`src/rtl/hi_lo_unit.sv`:
```
// ---------------------------------------------------------------------------
// hi_lo_unit
//
// Multi-cycle multiply/divide unit that owns the architectural HI and LO
// registers. Executes MTHI, MTLO, MULT, MULTU, DIV and DIVU. Iterative ops
// take 32 cycles, and busy is held high meanwhile so the pipeline can stall.
//
// Ports:
//   clk       in   1   rising-edge clock
//   reset_n   in   1   asynchronous active-low reset
//   valid     in   1   execute-stage instruction is live
//   funct     in   6   R-type funct field
//   HI_write  in   2   decoder strobe, asserted only when 2'b11
//   LO_write  in   2   decoder strobe, asserted only when 2'b11
//   rs_data   in  32   multiplicand / dividend / MTHI-MTLO source
//   rt_data   in  32   multiplier / divisor
//   busy      out  1   registered, high while an iterative op is in flight
//   hi        out 32   HI register
//   lo        out 32   LO register
//
// Build option:
//   HILO_FAST_MULT_EN  when defined, MULT/MULTU finish in a single cycle using
//                      a full 64-bit multiplier; DIV/DIVU remain iterative.
// ---------------------------------------------------------------------------
module hi_lo_unit #(
    parameter int ITER_BITS = 5
) (
    input  logic        clk,
    input  logic        reset_n,
    input  logic        valid,
    input  logic [5:0]  funct,
    input  logic [1:0]  HI_write,
    input  logic [1:0]  LO_write,
    input  logic [31:0] rs_data,
    input  logic [31:0] rt_data,
    output logic        busy,
    output logic [31:0] hi,
    output logic [31:0] lo
);

    localparam logic [1:0] IDLE = 2'd0;
    localparam logic [1:0] MUL  = 2'd1;
    localparam logic [1:0] DIV  = 2'd2;

    localparam logic [5:0] F_MTHI  = 6'h11;
    localparam logic [5:0] F_MTLO  = 6'h13;
    localparam logic [5:0] F_MULT  = 6'h18;
    localparam logic [5:0] F_MULTU = 6'h19;
    localparam logic [5:0] F_DIV   = 6'h1a;
    localparam logic [5:0] F_DIVU  = 6'h1b;

    logic [1:0]           state_q,   state_d;
    logic [ITER_BITS-1:0] cnt_q,     cnt_d;
    logic                 busy_q,    busy_d;
    logic [31:0]          hi_q,      hi_d;
    logic [31:0]          lo_q,      lo_d;
    logic [63:0]          mcand_q,   mcand_d;
    logic [31:0]          opB_q,     opB_d;
    logic [63:0]          prod_q,    prod_d;
    logic [31:0]          rem_q,     rem_d;
    logic [31:0]          quot_q,    quot_d;
    logic                 resNeg_q,  resNeg_d;
    logic                 remNeg_q,  remNeg_d;
    logic                 divZero_q, divZero_d;

    logic        request;
    logic        signedOp;
    logic [31:0] opAMag;
    logic [31:0] opBMag;
    logic        lastIter;
    logic [63:0] mulSum;
    logic [32:0] partRem;
    logic        qBit;
    logic [31:0] remSub;
    logic [31:0] divRem;
    logic [31:0] quotNext;

    assign request  = valid && ((HI_write == 2'b11) || (LO_write == 2'b11)) && (state_q == IDLE);

    // Even funct codes (0x18, 0x1a) are the signed variants.
    assign signedOp = ~funct[0];
    assign opAMag   = (signedOp && rs_data[31]) ? (~rs_data + 32'd1) : rs_data;
    assign opBMag   = (signedOp && rt_data[31]) ? (~rt_data + 32'd1) : rt_data;

    assign lastIter = (cnt_q == {ITER_BITS{1'b1}});

    // Shift-add: the multiplicand is pre-shifted each cycle, the multiplier
    // is consumed LSB first.
    assign mulSum   = prod_q + (opB_q[0] ? mcand_q : 64'd0);

    // Restoring division: bring down the next dividend bit into a 33-bit
    // partial remainder. Since the remainder is always below the divisor,
    // the difference fits in 32 bits once the subtraction is known to hold.
    assign partRem  = {rem_q, quot_q[31]};
    assign qBit     = (partRem >= {1'b0, opB_q});
    assign remSub   = partRem[31:0] - opB_q;
    assign divRem   = qBit ? remSub : partRem[31:0];
    assign quotNext = {quot_q[30:0], qBit};

`ifdef HILO_FAST_MULT_EN
    logic [63:0] fastMag;
    logic [63:0] fastProd;
    assign fastMag  = {32'd0, opAMag} * {32'd0, opBMag};
    assign fastProd = (signedOp && (rs_data[31] ^ rt_data[31])) ? (~fastMag + 64'd1) : fastMag;
`endif

    // Next-state logic: IDLE dispatches requests, MUL and DIV each retire
    // one bit per cycle and write HI/LO on the 32nd iteration.
    always_comb begin
        state_d   = state_q;
        cnt_d     = cnt_q;
        busy_d    = busy_q;
        hi_d      = hi_q;
        lo_d      = lo_q;
        mcand_d   = mcand_q;
        opB_d     = opB_q;
        prod_d    = prod_q;
        rem_d     = rem_q;
        quot_d    = quot_q;
        resNeg_d  = resNeg_q;
        remNeg_d  = remNeg_q;
        divZero_d = divZero_q;

        case (state_q)
            IDLE: begin
                if (request) begin
                    case (funct)
                        F_MTHI: hi_d = rs_data;
                        F_MTLO: lo_d = rs_data;
                        F_MULT, F_MULTU: begin
`ifdef HILO_FAST_MULT_EN
                            {hi_d, lo_d} = fastProd;
`else
                            mcand_d   = {32'd0, opAMag};
                            opB_d     = opBMag;
                            prod_d    = 64'd0;
                            resNeg_d  = signedOp && (rs_data[31] ^ rt_data[31]);
                            remNeg_d  = 1'b0;
                            divZero_d = 1'b0;
                            cnt_d     = '0;
                            state_d   = MUL;
                            busy_d    = 1'b1;
`endif
                        end
                        F_DIV, F_DIVU: begin
                            quot_d    = opAMag;
                            opB_d     = opBMag;
                            rem_d     = 32'd0;
                            resNeg_d  = signedOp && (rs_data[31] ^ rt_data[31]);
                            remNeg_d  = signedOp && rs_data[31];
                            divZero_d = (rt_data == 32'd0);
                            cnt_d     = '0;
                            state_d   = DIV;
                            busy_d    = 1'b1;
                        end
                        default: ;
                    endcase
                end
            end

            MUL: begin
                prod_d  = mulSum;
                mcand_d = {mcand_q[62:0], 1'b0};
                opB_d   = {1'b0, opB_q[31:1]};
                cnt_d   = cnt_q + 1'b1;
                if (lastIter) begin
                    {hi_d, lo_d} = resNeg_q ? (~mulSum + 64'd1) : mulSum;
                    state_d      = IDLE;
                    busy_d       = 1'b0;
                end
            end

            DIV: begin
                rem_d  = divRem;
                quot_d = quotNext;
                cnt_d  = cnt_q + 1'b1;
                if (lastIter) begin
                    // With a zero divisor every trial subtraction succeeds,
                    // so the remainder already reproduces rs; only LO needs
                    // forcing to all ones regardless of sign.
                    if (divZero_q)
                        lo_d = 32'hFFFF_FFFF;
                    else
                        lo_d = resNeg_q ? (~quotNext + 32'd1) : quotNext;
                    hi_d    = remNeg_q ? (~divRem + 32'd1) : divRem;
                    state_d = IDLE;
                    busy_d  = 1'b0;
                end
            end

            default: begin
                state_d = IDLE;
                busy_d  = 1'b0;
            end
        endcase
    end

    // State registers; reset discards any in-flight operation.
    always_ff @(posedge clk or negedge reset_n) begin
        if (!reset_n) begin
            state_q   <= IDLE;
            cnt_q     <= '0;
            busy_q    <= 1'b0;
            hi_q      <= 32'd0;
            lo_q      <= 32'd0;
            mcand_q   <= 64'd0;
            opB_q     <= 32'd0;
            prod_q    <= 64'd0;
            rem_q     <= 32'd0;
            quot_q    <= 32'd0;
            resNeg_q  <= 1'b0;
            remNeg_q  <= 1'b0;
            divZero_q <= 1'b0;
        end else begin
            state_q   <= state_d;
            cnt_q     <= cnt_d;
            busy_q    <= busy_d;
            hi_q      <= hi_d;
            lo_q      <= lo_d;
            mcand_q   <= mcand_d;
            opB_q     <= opB_d;
            prod_q    <= prod_d;
            rem_q     <= rem_d;
            quot_q    <= quot_d;
            resNeg_q  <= resNeg_d;
            remNeg_q  <= remNeg_d;
            divZero_q <= divZero_d;
        end
    end

    assign busy = busy_q;
    assign hi   = hi_q;
    assign lo   = lo_q;

endmodule

```
`config.mk`:
```
export PLATFORM = sky130hd
export DESIGN_NAME = hi_lo_unit
export DESIGN_NICKNAME = d
export VERILOG_FILES = /design/src/rtl/hi_lo_unit.sv
export SDC_FILE = /design/constraint.sdc
export NUM_CORES = 1
export LEC_CHECK = 0
export ABC_AREA = 1
export BUFFER_PORTS_ARGS = -buffer_cell sky130_fd_sc_hd__buf_2
export CORE_ASPECT_RATIO = 0.7
export CORE_MARGIN = 2
export CORE_UTILIZATION = 35
export DETAILED_ROUTE_END_ITERATION = 12
export PLACE_DENSITY = 0.53
export SLEW_MARGIN = 20
export SYNTH_ARGS = -nofsm -noshare
export SYNTH_HDL_FRONTEND = slang
export SYNTH_SLANG_ARGS = --single-unit
```
`constraint.sdc`:
```
create_clock -name clk -period 4.87 [get_ports clk]
set_input_delay 0.7305 -clock clk [delete_from_list [all_inputs] [get_ports clk]]
set_output_delay 0.7305 -clock clk [all_outputs]
set_load 0.02 [all_outputs]
```
==> out/qor.tcl <==
set qor(floorplan_core_area_mm2) 0.0808
set qor(ff2ff_setup_slack_ns) 0.48
set qor(report.final.setup_viol) 0
set qor(gp_congestion) 1.01
set qor(synthesized_area_per_cell_um2) 5.85
set qor(post-synth-top-area-cell) {sky130_fd_sc_hd__dfrtp_1}
set qor(final_nets) 5164
set qor(destination_of_the_worst_register_to_register_timing_path) {hi[17]}
set qor(dpl_worst_slack_ns) 0.584
set qor(initial_utilization) 0.355
set qor(grt_first_pass_wirelength_um) 184000
set qor(p_int_uw) 8950
set qor(skew_ns) 0.0405
set qor(grt_antenna_before_repair) 8
set qor(fin_ws_ns) 0.481
set qor(switching_share) 0.565
set qor(post-route-period-util) 0.901
set qor(critical_path_arrival_ns) 4.92
set qor(cts_sinks) 299
set qor(ys.warnings.count) 0
set qor(htree_levels) 2
set qor(grt_pass1_vias) 28858
set qor(mappedNetlistNets) 5081
set qor(grt_max_degree) 101
set qor(run_status) {finished clean}
set qor(fp.dieH_um) 243
set qor(finalHoldViolCount) 0
set qor(dr.pass1.iters) 6
set qor(worst_slew_pin_slew_ns) 1.03
set qor(route.antenna.remaining_nets) 0
set qor(io_pins) 142
set qor(final_period_minus_worst_setup_slack_ns) 4.39
set qor(worst_r2r_startpoint) {opB_q[0]}
set qor(cts_tree) {yes}
set qor(crit_path_top_delay_cell) {sky130_fd_sc_hd__dfrtp_2}
set qor(grt.overflow.total) 0
set qor(layout-drive-gt1-share) 0.0859
set qor(power_per_cell_area_mw_per_mm2) 646
set qor(setup-tns-final_ns) 0
set qor(power.total_uw) 20600
set qor(route.detailed.vias_per_inst) 5.21
set qor(floorplan.die_area_mm2) 0.0842
set qor(yosys.cell_types.count) 58
set qor(synthesis.instances) 4896
set qor(critical-path-max-stage-delay_ns) 0.55
set qor(global_route.usage.total) 0.286
set qor(yosys-top-cells-area) {sky130_fd_sc_hd__dfrtp_1 26%, sky130_fd_sc_hd__nand2_1 23%, sky130_fd_sc_hd__inv_1 11%, sky130_fd_sc_hd__nor2_1 6.2%, sky130_fd_sc_hd__o21ai_0 5.3%}
set qor(setup_repair_after_global_routing_missed_its_margin) {no}
set qor(timing.setup.critical_path_class) {reg -> reg}
set qor(hold_buffers) 0
set qor(clock_insertion_delay_worst_skew_ns) 0.61
set qor(timing.fmax_mhz) 228
set qor(std_cell_rows) 87
set qor(yosysSeqAreaShare) 0.261
set qor(postCtsSetupBuffers) 0
set qor(share_of_total_power_in_the_clock_network) 0.150
set qor(crit_path_frequent_cell) {sky130_fd_sc_hd__nand2_1}
set qor(p_leak_uw) 0.0177
set qor(synth-seq-cells) 299
set qor(min_path_type) {in -> async}
set qor(fp.dieW_um) 346
set qor(drt_drc_violations_left) 0
set qor(routed_wire_length_per_instance_um) 20.2
set qor(ys_async_sr_fraction) 1.00
set qor(cts_buffers) 38
set qor(cts-resized-gates) 0
set qor(dp_hpwl_um) 99200
set qor(required_time_reported_for_the_critical_path_endpoint_ns) 5.41
set qor(cell_depth_of_the_worst_flop_to_flop_path) 29
set qor(ir_worst_vdd_v) 0.000376
set qor(detail_route.iter0.violations) 3653
set qor(buffer_ports.inserted) 141
set qor(cap_viol_max_count) 0
set qor(vias) 31658
set qor(postRouteWirelength_um) 123000
set qor(mostFrequentLayoutCells) {1,729 x sky130_fd_sc_hd__nand2_1, 858 x sky130_fd_sc_hd__inv_1, 471 x sky130_fd_sc_hd__nor2_1}
set qor(path_clk_slew_ns) 0.06
set qor(cts_root_buffer) {sky130_fd_sc_hd__clkbuf_16}
set qor(critPathMaxFanout) 27
set qor(power.sequential.fraction) 0.212
set qor(clk_path_buf_depth) 3
set qor(start_kind) {register}
set qor(timing.slew.headroom) 0.315
set qor(yosysTopAreaCellShare) 0.261
set qor(combPwrFrac) 0.638
set qor(switchingPower_uw) 11600
set qor(layout.cells.most_common) {sky130_fd_sc_hd__nand2_1}
set qor(final_max_slew_viol_count) 0
set qor(syn_area_mm2) 0.0286
set qor(syn2layout_area_growth_pct) 11.2
set qor(number_of_flops_mapped_to_enable_cells_by_yosys) 0
set qor(endpoint_kind) {register}
set qor(synth_top_flop_cell) {sky130_fd_sc_hd__dfrtp_1}
worst max path at each step:
stage | startpoint | endpoint | slack, ns | depth (start not counted)
2_1_floorplan | opB_q[3] | lo[30] | 1.14 | 28
3_3_place_gp | opB_q[0] | hi[16] | 0.65 | 26
3_5_place_dp | opB_q[0] | hi[17] | 0.58 | 29
4_1_cts | opB_q[7] | lo[30] | 0.58 | 28
5_1_grt | opB_q[20] | lo[30] | 0.03 | 28
6_report | opB_q[0] | hi[17] | 0.48 | 29
power by group through the flow:
stage	Combinational, uW	Clock (uW)	Sequential, uW
CTS	13000	3150	4340
global route	14400	3240	4460
detailed placement	12900	0	4370
global placement	12900	0	4380
floorplan	8550	0	4310
finish	13100	3090	4370
metrics by stage:
| step | instances | hold WS, ns | utilization | cell area, um^2 |
|---|---|---|---|---|
| global route | 6076 | 0.208 | 0.394 | 31800 |
| finish | 6080 | 0.143 | 0.394 | 31900 |
| floorplan | 4896 | 0.435 | - | 28600 |
| detailed placement | 6007 | 0.472 | 0.378 | 30500 |
| global placement | 6007 | 0.468 | 0.378 | 30500 |
| CTS | 6076 | 0.203 | 0.394 | 31800 |
routing by layer:
layer | share of wire | vias to the layer above | track usage
li1 | - | 15428 | -
met1 | 0.49 | 14828 | 0.441
met2 | 0.40 | 1269 | 0.406
met3 | 0.089 | 133 | 0.0497
met4 | 0.022 | 0 | 0.0661
met5 | 0 | - | 0
synthesized netlist by cell type, drive strengths merged, types with 6 or more instances:
cell type     n
o211ai       31
o31ai         8
o21ai       319
nand4        40
o22ai        47
nor2        521
nand2      1782
o21bai        6
ha          106
xnor2        14
inv         881
o221ai       30
dfrtp       299
xor2         57
a21oi       186
nand3b       15
clkbuf      105
or2           8
nor3         57
nand3       298
buf          34
a22oi         9
critical path, delay by kind of cell (launching register included):
kind	cells	cell delay, ns
flops	1	0.55
simple gates	22	2.58
fa+ha+maj	2	0.59
buf+inv	4	0.45
compound gates	1	0.15
layout make-up:
cell class	instances	area (um^2)
antenna	4	10.0
multi-input combinational	3572	17300
clock inverter	20	255
tap	1068	1340
clock buffer	49	1050
sequential	299	7480
fill	9088	48900
inverter	886	3330
timing repair buffer	182	1100
cell families after synthesis:
group | synth area share
flops | 0.261
xor+xnor | 0.0217
compound gates | 0.130
fa+ha+maj | 0.0477
buf+inv | 0.137
simple gates | 0.402
flip-flops by register name, summed over array words and instances, names as in the netlist, 5 cells and up:
register  count
mcand_q      64
prod_q       64
hi           32
lo           32
opB_q        32
quot_q       32
rem_q        32
cnt_q         5
Note: power is estimated with default switching activity, not from simulation.
